[config.mk]
export PLATFORM = sky130hd
export DESIGN_NAME = debounced_state_stepper_flat
export DESIGN_NICKNAME = d
export VERILOG_FILES = /design/src/rtl/debounced_state_stepper_if.sv /design/src/rtl/debounced_state_stepper.sv /design/src/flat_wrapper.sv
export SDC_FILE = /design/constraint.sdc
export NUM_CORES = 1
export LEC_CHECK = 0
export CORE_ASPECT_RATIO = 1.4
export CORE_UTILIZATION = 39
export CTS_CLUSTER_DIAMETER = 100
export CTS_CLUSTER_SIZE = 8
export DETAILED_ROUTE_END_ITERATION = 8
export SETUP_SLACK_MARGIN = 0.2
export SYNTH_ARGS = -nofsm -noshare
export SYNTH_HDL_FRONTEND = slang
export SYNTH_SLANG_ARGS = --single-unit
[constraint.sdc]
create_clock -name clk -period 2.14 [get_ports clk]
set_clock_uncertainty 0.05 [all_clocks]
set_input_delay 0.428 -clock clk [delete_from_list [all_inputs] [get_ports clk]]
set_output_delay 0.428 -clock clk [all_outputs]
set_load 0.02 [all_outputs]
[src/rtl/debounced_state_stepper_if.sv]
// Pin-side bundle for debounced_state_stepper: raw buttons and jump request in,
// current state, one-hot LEDs and step strobe out.
interface debounced_state_stepper_if #(
  parameter int unsigned NUM_STATES = 4,
  parameter int unsigned SW         = (NUM_STATES > 1) ? $clog2(NUM_STATES) : 1
) ();

  logic                  btn_next_raw;
  logic                  btn_prev_raw;
  logic                  jump;
  logic [SW-1:0]         jump_state;
  logic [SW-1:0]         state;
  logic [NUM_STATES-1:0] led;
  logic                  step_pulse;

  modport master (
    output btn_next_raw, btn_prev_raw, jump, jump_state,
    input  state, led, step_pulse
  );

  modport slave (
    input  btn_next_raw, btn_prev_raw, jump, jump_state,
    output state, led, step_pulse
  );

endinterface

[src/rtl/debounced_state_stepper.sv]
// Two debounced push-buttons step a NUM_STATES state register up/down, with optional
// wrap and a direct jump; drives a one-hot LED vector and a registered step strobe.
module debounced_state_stepper #(
  parameter int unsigned NUM_STATES     = 4,
  parameter int unsigned DEBOUNCE_BITS  = 16,
  parameter bit          WRAP           = 1'b1,
  parameter int unsigned INIT_STATE     = 0,
  parameter bit          BTN_ACTIVE_LOW = 1'b1
) (
  input  logic                       clk,
  input  logic                       rst_n,
  debounced_state_stepper_if.slave   bus_io
);

  localparam int unsigned SW = (NUM_STATES > 1) ? $clog2(NUM_STATES) : 1;
  localparam logic [SW-1:0] MaxState  = SW'(NUM_STATES - 1);
  localparam logic [SW-1:0] InitState = SW'(INIT_STATE);

  // Index 0 is the "next" button, index 1 the "prev" button; all levels are pressed=1.
  logic [1:0] raw_pressed;
  logic [1:0] sync1_q, sync2_q;
  logic [1:0] deb_q, deb_d;
  logic [1:0] evt;
  logic [DEBOUNCE_BITS-1:0] cnt_q [2];
  logic [DEBOUNCE_BITS-1:0] cnt_d [2];

  logic [SW-1:0] state_q, state_d;
  logic          step_q, step_d;
  logic          state_legal, jump_legal;
  logic [NUM_STATES-1:0] led;

  assign raw_pressed = {bus_io.btn_prev_raw, bus_io.btn_next_raw} ^ {2{BTN_ACTIVE_LOW}};

  always_comb begin
    for (int i = 0; i < 2; i++) begin
      deb_d[i] = deb_q[i];
      cnt_d[i] = '0;
      evt[i]   = 1'b0;
      if (sync2_q[i] != deb_q[i]) begin
        if (&cnt_q[i]) begin
          deb_d[i] = sync2_q[i];
          evt[i]   = sync2_q[i];
        end else begin
          cnt_d[i] = cnt_q[i] + DEBOUNCE_BITS'(1);
        end
      end
    end
  end

  // With a power-of-two state count every encoding is legal.
  if (NUM_STATES == (1 << SW)) begin : g_pow2
    assign state_legal = 1'b1;
    assign jump_legal  = 1'b1;
  end else begin : g_npow2
    assign state_legal = (state_q <= MaxState);
    assign jump_legal  = (bus_io.jump_state <= MaxState);
  end

  always_comb begin
    state_d = state_q;
    if (!state_legal) begin
      state_d = InitState;
    end else if (evt[0] && evt[1]) begin
      state_d = state_q;
    end else if (evt[0]) begin
      if (state_q == MaxState) begin
        if (WRAP) state_d = '0;
      end else begin
        state_d = state_q + SW'(1);
      end
    end else if (evt[1]) begin
      if (state_q == '0) begin
        if (WRAP) state_d = MaxState;
      end else begin
        state_d = state_q - SW'(1);
      end
    end else if (bus_io.jump && jump_legal) begin
      state_d = bus_io.jump_state;
    end
    step_d = (state_d != state_q);
  end

  always_ff @(posedge clk or negedge rst_n) begin
    if (!rst_n) begin
      sync1_q <= '0;
      sync2_q <= '0;
      deb_q   <= '0;
      cnt_q   <= '{default: '0};
      state_q <= InitState;
      step_q  <= 1'b0;
    end else begin
      sync1_q <= raw_pressed;
      sync2_q <= sync1_q;
      deb_q   <= deb_d;
      cnt_q   <= cnt_d;
      state_q <= state_d;
      step_q  <= step_d;
    end
  end

  always_comb begin
    led = '0;
    for (int i = 0; i < NUM_STATES; i++) begin
      led[i] = (state_q == SW'(i));
    end
  end

  assign bus_io.state      = state_q;
  assign bus_io.led        = led;
  assign bus_io.step_pulse = step_q;

endmodule
[src/flat_wrapper.sv]
// flat-port wrapper written by rule: the top's interface ports become plain ports
module debounced_state_stepper_flat 
#(
  parameter int unsigned NUM_STATES     = 4,
  parameter int unsigned DEBOUNCE_BITS  = 16,
  parameter bit          WRAP           = 1'b1,
  parameter int unsigned INIT_STATE     = 0,
  parameter bit          BTN_ACTIVE_LOW = 1'b1
)
  (clk, rst_n, bus_io_btn_next_raw, bus_io_btn_prev_raw, bus_io_jump, bus_io_jump_state, bus_io_state, bus_io_led, bus_io_step_pulse);
  debounced_state_stepper_if #(.NUM_STATES(NUM_STATES)) bus_io_i ();
  input  logic clk;
  input  logic rst_n;
  input wire logic [$bits(bus_io_i.btn_next_raw)-1:0] bus_io_btn_next_raw;
  input wire logic [$bits(bus_io_i.btn_prev_raw)-1:0] bus_io_btn_prev_raw;
  input wire logic [$bits(bus_io_i.jump)-1:0] bus_io_jump;
  input wire logic [$bits(bus_io_i.jump_state)-1:0] bus_io_jump_state;
  output wire logic [$bits(bus_io_i.state)-1:0] bus_io_state;
  output wire logic [$bits(bus_io_i.led)-1:0] bus_io_led;
  output wire logic [$bits(bus_io_i.step_pulse)-1:0] bus_io_step_pulse;
  assign bus_io_i.btn_next_raw = bus_io_btn_next_raw;
  assign bus_io_i.btn_prev_raw = bus_io_btn_prev_raw;
  assign bus_io_i.jump = bus_io_jump;
  assign bus_io_i.jump_state = bus_io_jump_state;
  assign bus_io_state = bus_io_i.state;
  assign bus_io_led = bus_io_i.led;
  assign bus_io_step_pulse = bus_io_i.step_pulse;
  debounced_state_stepper #(.NUM_STATES(NUM_STATES), .DEBOUNCE_BITS(DEBOUNCE_BITS), .WRAP(WRAP), .INIT_STATE(INIT_STATE), .BTN_ACTIVE_LOW(BTN_ACTIVE_LOW)) u_core (.clk(clk), .rst_n(rst_n), .bus_io(bus_io_i));
endmodule
# Word-level counts from Yosys, hierarchy flattened
# Cells that the tools add are included.
dict set report word_totals {
  reg_bits 41
  mem_bits_ro 0
  memories 0
  ram_bits 0
  latchBits 0
}
dict set report classes {
  bitwise_logic 1
  n_eq_ne 6
  n_reduce_logical 6
  magnitude_cmp 0
  n_mux 14
  n_div 0
  add_sub_neg 4
  shifts 0
  mul 0
}
# operator count
set ops {}
lappend ops {{2-to-1 mux 16 bit} 4}
lappend ops {{AND reduction 17 bit} 2}
lappend ops {{adder 16 x 1 -> 16 bit (second input constant)} 2}
lappend ops {{AND reduction 16 bit} 2}
lappend ops {{2-to-1 mux 2 bit} 6}
lappend ops {{equality test 2 bit (second input constant)} 2}
lappend ops {{2-to-1 mux 1 bit} 4}
lappend ops {{adder 2 x 1 -> 2 bit (second input constant)} 1}
lappend ops {{equality test 2 x 1 -> 1 bit (second input constant)} 1}
lappend ops {{logical NOT 2 bit} 1}
lappend ops {{inequality test 1 bit} 2}
lappend ops {{inequality test 2 bit} 1}
lappend ops {{NOT 2 bit} 1}
lappend ops {{subtractor 2 x 1 -> 2 bit (second input constant)} 1}
lappend ops {{logical AND 1 bit} 1}

# Longest topological paths before layout
# Gate-level depths: netlist of run 1.
dict set report logic_depth {
  ltp_word 7
  depth_mapped 8
}

# Least setup slack after synthesis of run 1
# Ideal clock, no wire load.
dict set report synth_timing {
  path_type {register to register}
  start {reg u_core.state_q[1] (netlist: u_core.bus_io.state[1])}
  end {reg u_core.step_q (netlist: u_core.bus_io.step_pulse)}
  period_less_slack_ps 1974
  path_stages_with_launch 8
  arrival_ps 1800
  required_ps 1966
  setup_slack_ps 166
  path_cell_list {dfrtp_1 inv_1 ha_1 clkbuf_1 nor2_1 a21oi_1 o22ai_1 a211o_1}
}
dict set report synth_via {
  elab_chain_len 6
  word_cells_on_any_way 11
  classes_between {2 x add/sub; 2 x eq/ne; 6 x mux; 1 x reduce/logical}
}
# element line_no
set synth_rtl {}
lappend synth_rtl {{start: declaration} debounced_state_stepper.sv:27} ;# logic [SW-1:0] state_q, state_d;
lappend synth_rtl {{start signal: assignment} debounced_state_stepper.sv:89} ;# state_q <= InitState;
lappend synth_rtl {{start signal: assignment} debounced_state_stepper.sv:96} ;# state_q <= state_d;
lappend synth_rtl {{subtractor 2 x 1 -> 2 bit or logical NOT 2 bit (tied branches)} {debounced_state_stepper.sv:75, debounced_state_stepper.sv:72}}
lappend synth_rtl {{2-to-1 mux 2 bit} debounced_state_stepper.sv:72} ;# if (state_q == '0) begin
lappend synth_rtl {{2-to-1 mux 2 bit} debounced_state_stepper.sv:71} ;# end else if (evt[1]) begin
lappend synth_rtl {{2-to-1 mux 2 bit} debounced_state_stepper.sv:65} ;# end else if (evt[0]) begin
lappend synth_rtl {{2-to-1 mux 2 bit} debounced_state_stepper.sv:63} ;# end else if (evt[0] && evt[1]) begin
lappend synth_rtl {{inequality test 2 bit (*)} debounced_state_stepper.sv:80} ;# step_d = (state_d != state_q);
lappend synth_rtl {{net u_core.step_d} debounced_state_stepper.sv:28} ;# logic step_q, step_d;
lappend synth_rtl {{end signal: assignment} debounced_state_stepper.sv:97} ;# step_q <= step_d;
lappend synth_rtl {{end: declaration} debounced_state_stepper.sv:28}
# Mark *: on every way through the listed nets, which the timed path passes. The rest lies on a longest branch.
# A chain may end at the register's enable or synchronous reset.

# Worst setup path in the final report of run 1
dict set report layout_timing {
  start {reg u_core.cnt_q[17] in the netlist's numbering}
  end {reg u_core.step_q (netlist: u_core.bus_io.step_pulse)}
}
dict set report layout_via {
  elab_chain_len 6
  word_cells_on_any_way 7
  classes_between {1 x eq/ne; 4 x mux; 2 x reduce/logical}
}
# element line_no
set layout_rtl {}
lappend layout_rtl {{start: declaration} debounced_state_stepper.sv:24} ;# logic [DEBOUNCE_BITS-1:0] cnt_q [2];
lappend layout_rtl {{start signal: assignment} debounced_state_stepper.sv:95} ;# cnt_q <= cnt_d;
lappend layout_rtl {{AND reduction 16 bit (*)} debounced_state_stepper.sv:40} ;# if (&cnt_q[i]) begin
lappend layout_rtl {{2-to-1 mux 1 bit (*)} debounced_state_stepper.sv:40}
lappend layout_rtl {{2-to-1 mux 1 bit (*)} debounced_state_stepper.sv:39} ;# if (sync2_q[i] != deb_q[i]) begin
lappend layout_rtl {{2-to-1 mux 2 bit or logical AND 1 bit (tied branches)} {debounced_state_stepper.sv:65, debounced_state_stepper.sv:63}}
lappend layout_rtl {{2-to-1 mux 2 bit (*)} debounced_state_stepper.sv:63}
lappend layout_rtl {{inequality test 2 bit (*)} debounced_state_stepper.sv:80}
lappend layout_rtl {{net u_core.step_d} debounced_state_stepper.sv:28}
# Marked as above.

==> results of run 1 <==
## power groups by stage
stage	clock (mW)	sequential, mW	combinational, mW
2_1_floorplan	0	0.839	0.0921
3_3_place_gp	0	0.831	0.177
3_5_place_dp	0	0.831	0.177
4_1_cts	0.496	0.815	0.175
5_1_grt	0.530	0.821	0.200
6_report	0.471	0.817	0.176
## cell families (layout without fill, tap and decap cells)
family | after synthesis | count (layout) | share of synthesized area [%]
multiplexers | 3 | 3 | 1.54
flip-flops | 41 | 41 | 48.5
adder cells (fa/ha/maj) | 6 | 6 | 3.55
XOR/XNOR | 32 | 32 | 13.2
AND/OR/NAND/NOR | 105 | 105 | 26.3
AO/OA/AOI/OAI | 17 | 17 | 4.73
buffers and inverters | 10 | 38 | 2.19
## worst paths after layout
path                                       endpoint  slack [ns]  depth (start not counted)
setup reg to reg           u_core.bus_io.step_pulse        0.28                          7
hold / removal                     u_core.cnt_q[12]        0.15                          1
setup / recovery           u_core.bus_io.step_pulse        0.28                          7
min in group clk                  u_core.sync2_q[1]        0.30                          0
max in group asynchronous         u_core.sync1_q[0]        1.32                          2
hold reg to reg                   u_core.sync2_q[1]        0.30                          0
## flip-flops by register name, summed over array words and instances (netlist names)
signal                    flops
u_core.bus_io.step_pulse      1
u_core.cnt_q                 32
u_core.deb_q                  2
u_core.sync1_q                2
u_core.bus_io.state           2
u_core.sync2_q                2
## layer usage
layer  track usage (%)  share of wire [%]  wire, um  up-vias
met5                 0                  0         0        -
met4              6.06                1.9        67        0
met3              3.19                3.2       114        5
met2              22.6                 47      1680       22
met1              17.3                 47      1680      682
li1                  -                  -         -      774
## area by class of cell
class / count / area share [%]
Clock buffer: 6 / 2.91
Multi-Input combinational cell: 163 / 43.2
Tap cell: 66 / 3.31
Inverter: 6 / 0.904
Sequential cell: 41 / 41.3
Timing Repair Buffer: 24 / 8.03
Clock inverter: 2 / 0.402
## placed cells by master, fill, tap and decap left out, types with 2 or more instances in the layout
cell / instances
a21oi_1: 8
and2_1: 3
and3_1: 5
and3_4: 2
and4_1: 2
buf_4: 11
clkbuf_8: 5
clkdlybuf4s50_1: 8
clkinv_2: 2
dfrtp_1: 39
dfrtp_2: 2
dlygate4sd2_1: 2
ha_1: 4
inv_1: 6
mux2_2: 2
nand2_1: 21
nand3_1: 13
nand3_2: 2
nand4_1: 4
nand4_2: 2
nor2_1: 39
nor3b_1: 2
o211ai_1: 2
o21ai_0: 4
xnor2_1: 12
xor2_1: 20
## worst reg2reg max path: cells and delay by family, from the launching register on
family                   cells  cell delay, ns
AND/OR/NAND/NOR              5            0.91
flip-flops                   1            0.42
AO/OA/AOI/OAI                1            0.22
adder cells (fa/ha/maj)      1            0.16
## stage by stage
stage          hold WS (ns)  cell area [um^2]  total power [mW]
4_1_cts               0.176              2460              1.49
3_3_place_gp          0.285              2350              1.01
5_1_grt               0.205              2490              1.55
3_5_place_dp          0.286              2350              1.01
2_1_floorplan        0.0824              2120             0.931
6_report              0.145              2490              1.46
## timing repair
item | 4_1_cts | 5_1_grt
setup buffers | 2 | 2
endpoints found under the setup margin | 6 | 15
hold buffers | 0 | 0
pin swaps | 2 | 5
resized for setup | 7 | 6
==> flow_summary.yaml, run 1 <==
sta:
  setup_viol: 0
  min_period_over_period_pct: 87.0
  fmax_mhz: 537
  rsz0062_at_grt: "true"
  worst_pin_slew_ns: 0.745
  period_minus_slack_ns: 1.86
  worst_slack_ns: 0.279
  final_max_slew_viol_count: 0
  finalHoldViolCount: 0
  slew_headroom_pct: 50.3
  final.setup.tns_ns: 0
synth:
  synth_most_common_cell: "dfrtp_1"
  synth_top_cell_area_share_pct: 48.5
  ys_warn_count: 0
  synthArstFlopShare_pct: 100
  syn_inst: 214
  avgSynthCellArea_um2: 9.89
  synth_edf_count: 0
  synth_seq_cells: 41
  syn-num-nets: 227
  yosys_most_used_dff: "dfrtp_1"
  synth_cell_type_count: 36
  synth_top_area_cell: "dfrtp_1"
  yosysSeqAreaShare_pct: 48.5
  synthesis.area_um2: 2120
  post_synth_most_frequent_cells: "dfrtp_1 (41), nor2_1 (39), nand2_1 (21)"
  synth_area_leaders: "dfrtp_1 (48%), xor2_1 (8.3%), nor2_1 (6.9%)"
critical_path:
  critical_path_required_ns: 2.27
  crit_buf_inv: 0
  crit_type: "flip-flop to flip-flop"
  r2r-start: "u_core.cnt_q[17]"
  crit_chain: "ha_4 > nand2_1 > nor4_4 > and3_4 > and3_1 > nor3b_1 > a211o_1"
  worst_setup_path_end_kind: "flip-flop"
  crit_start: "u_core.cnt_q[17]"
  crit_fanout: 4
  crit_family: "simple AND/OR/NAND/NOR gates"
  cp_slowest_stage_delay_ns: 0.42
  arrival_ns: 1.99
  crit_slowest_cell: "dfrtp_1"
  worstSetupStartpointType: "flip-flop"
clock_network:
  cts_tree: "done"
  clock-sinks: 41
  cts_made_buffers: 5
  cts-root-buf: "clkbuf_8"
  clockBufferDepth: 2
  clk_pin_slew_ns: 0.08
  htreeDepth: 2
  clk_latency_ns: 0.29
power_and_ir_drop:
  power_leakage_nw: 1.13
  power_frac_seq_pct: 55.8
  internal_power_mw: 1.10
  ir_drop_uv: 293
  switching_power_uw: 364
  combPwrFrac_pct: 12.0
  power_frac_clock_pct: 32.2
  p_per_area_nw_per_um2: 588
  p_sw_share_pct: 24.9
floorplanning:
  core_region_area_um2: 5200
  fp.dieW_um: 64.3
  dieArea_um2: 5730
  fp-row-count: 31
  die_h_um: 89.2
  start_util_pct: 40.7
  io_pins: 14
status:
  outcome: "complete, no violations"
grt:
  grt_usage_pct: 13.8
  grt_first_pass_wirelength_um: 6080
  grt_antenna_before_repair: 0
  grt_max_degree: 35
  grt_overflow: 0
  first_global_vias: 1383
drt:
  dr.pass1.iters: 4
  vias: 1483
  drt-initial-drc-count: 92
  routedWlPerCell_um: 11.5
  post-route-drc-count: 0
  antenna_left: 0
  viasPerCell: 4.81
  wl_um: 3540
finish:
  final_cells: 308
  fin_nets: 254
  area.growth.synth_to_final_pct: 17.8
  seq_area_um2: 1030
  utilization_pct: 48.0
  multi_input_area_um2: 1080
  layout-drive-gt1-share_pct: 15.7
  num-fill-cells: 502
  diodes: 0
place:
  dp_slack_ns: 0.152
  dp.cells: 296
  port_buffers: 13
  place_congestion: 0.795
  dp_hpwl_um: 2490
job:
  cap_violations: 0
worst_hold_path:
  hp-class: "input pin to asynchronous set/reset pin"
Power figures use the tool's default switching activity.
==> run 2, diff against run 1 <==
Settings changed: SLEW_MARGIN from default to 15.
==> results of run 2 <==
No change in the layout: final DEF, timing and power equal those of run 1.
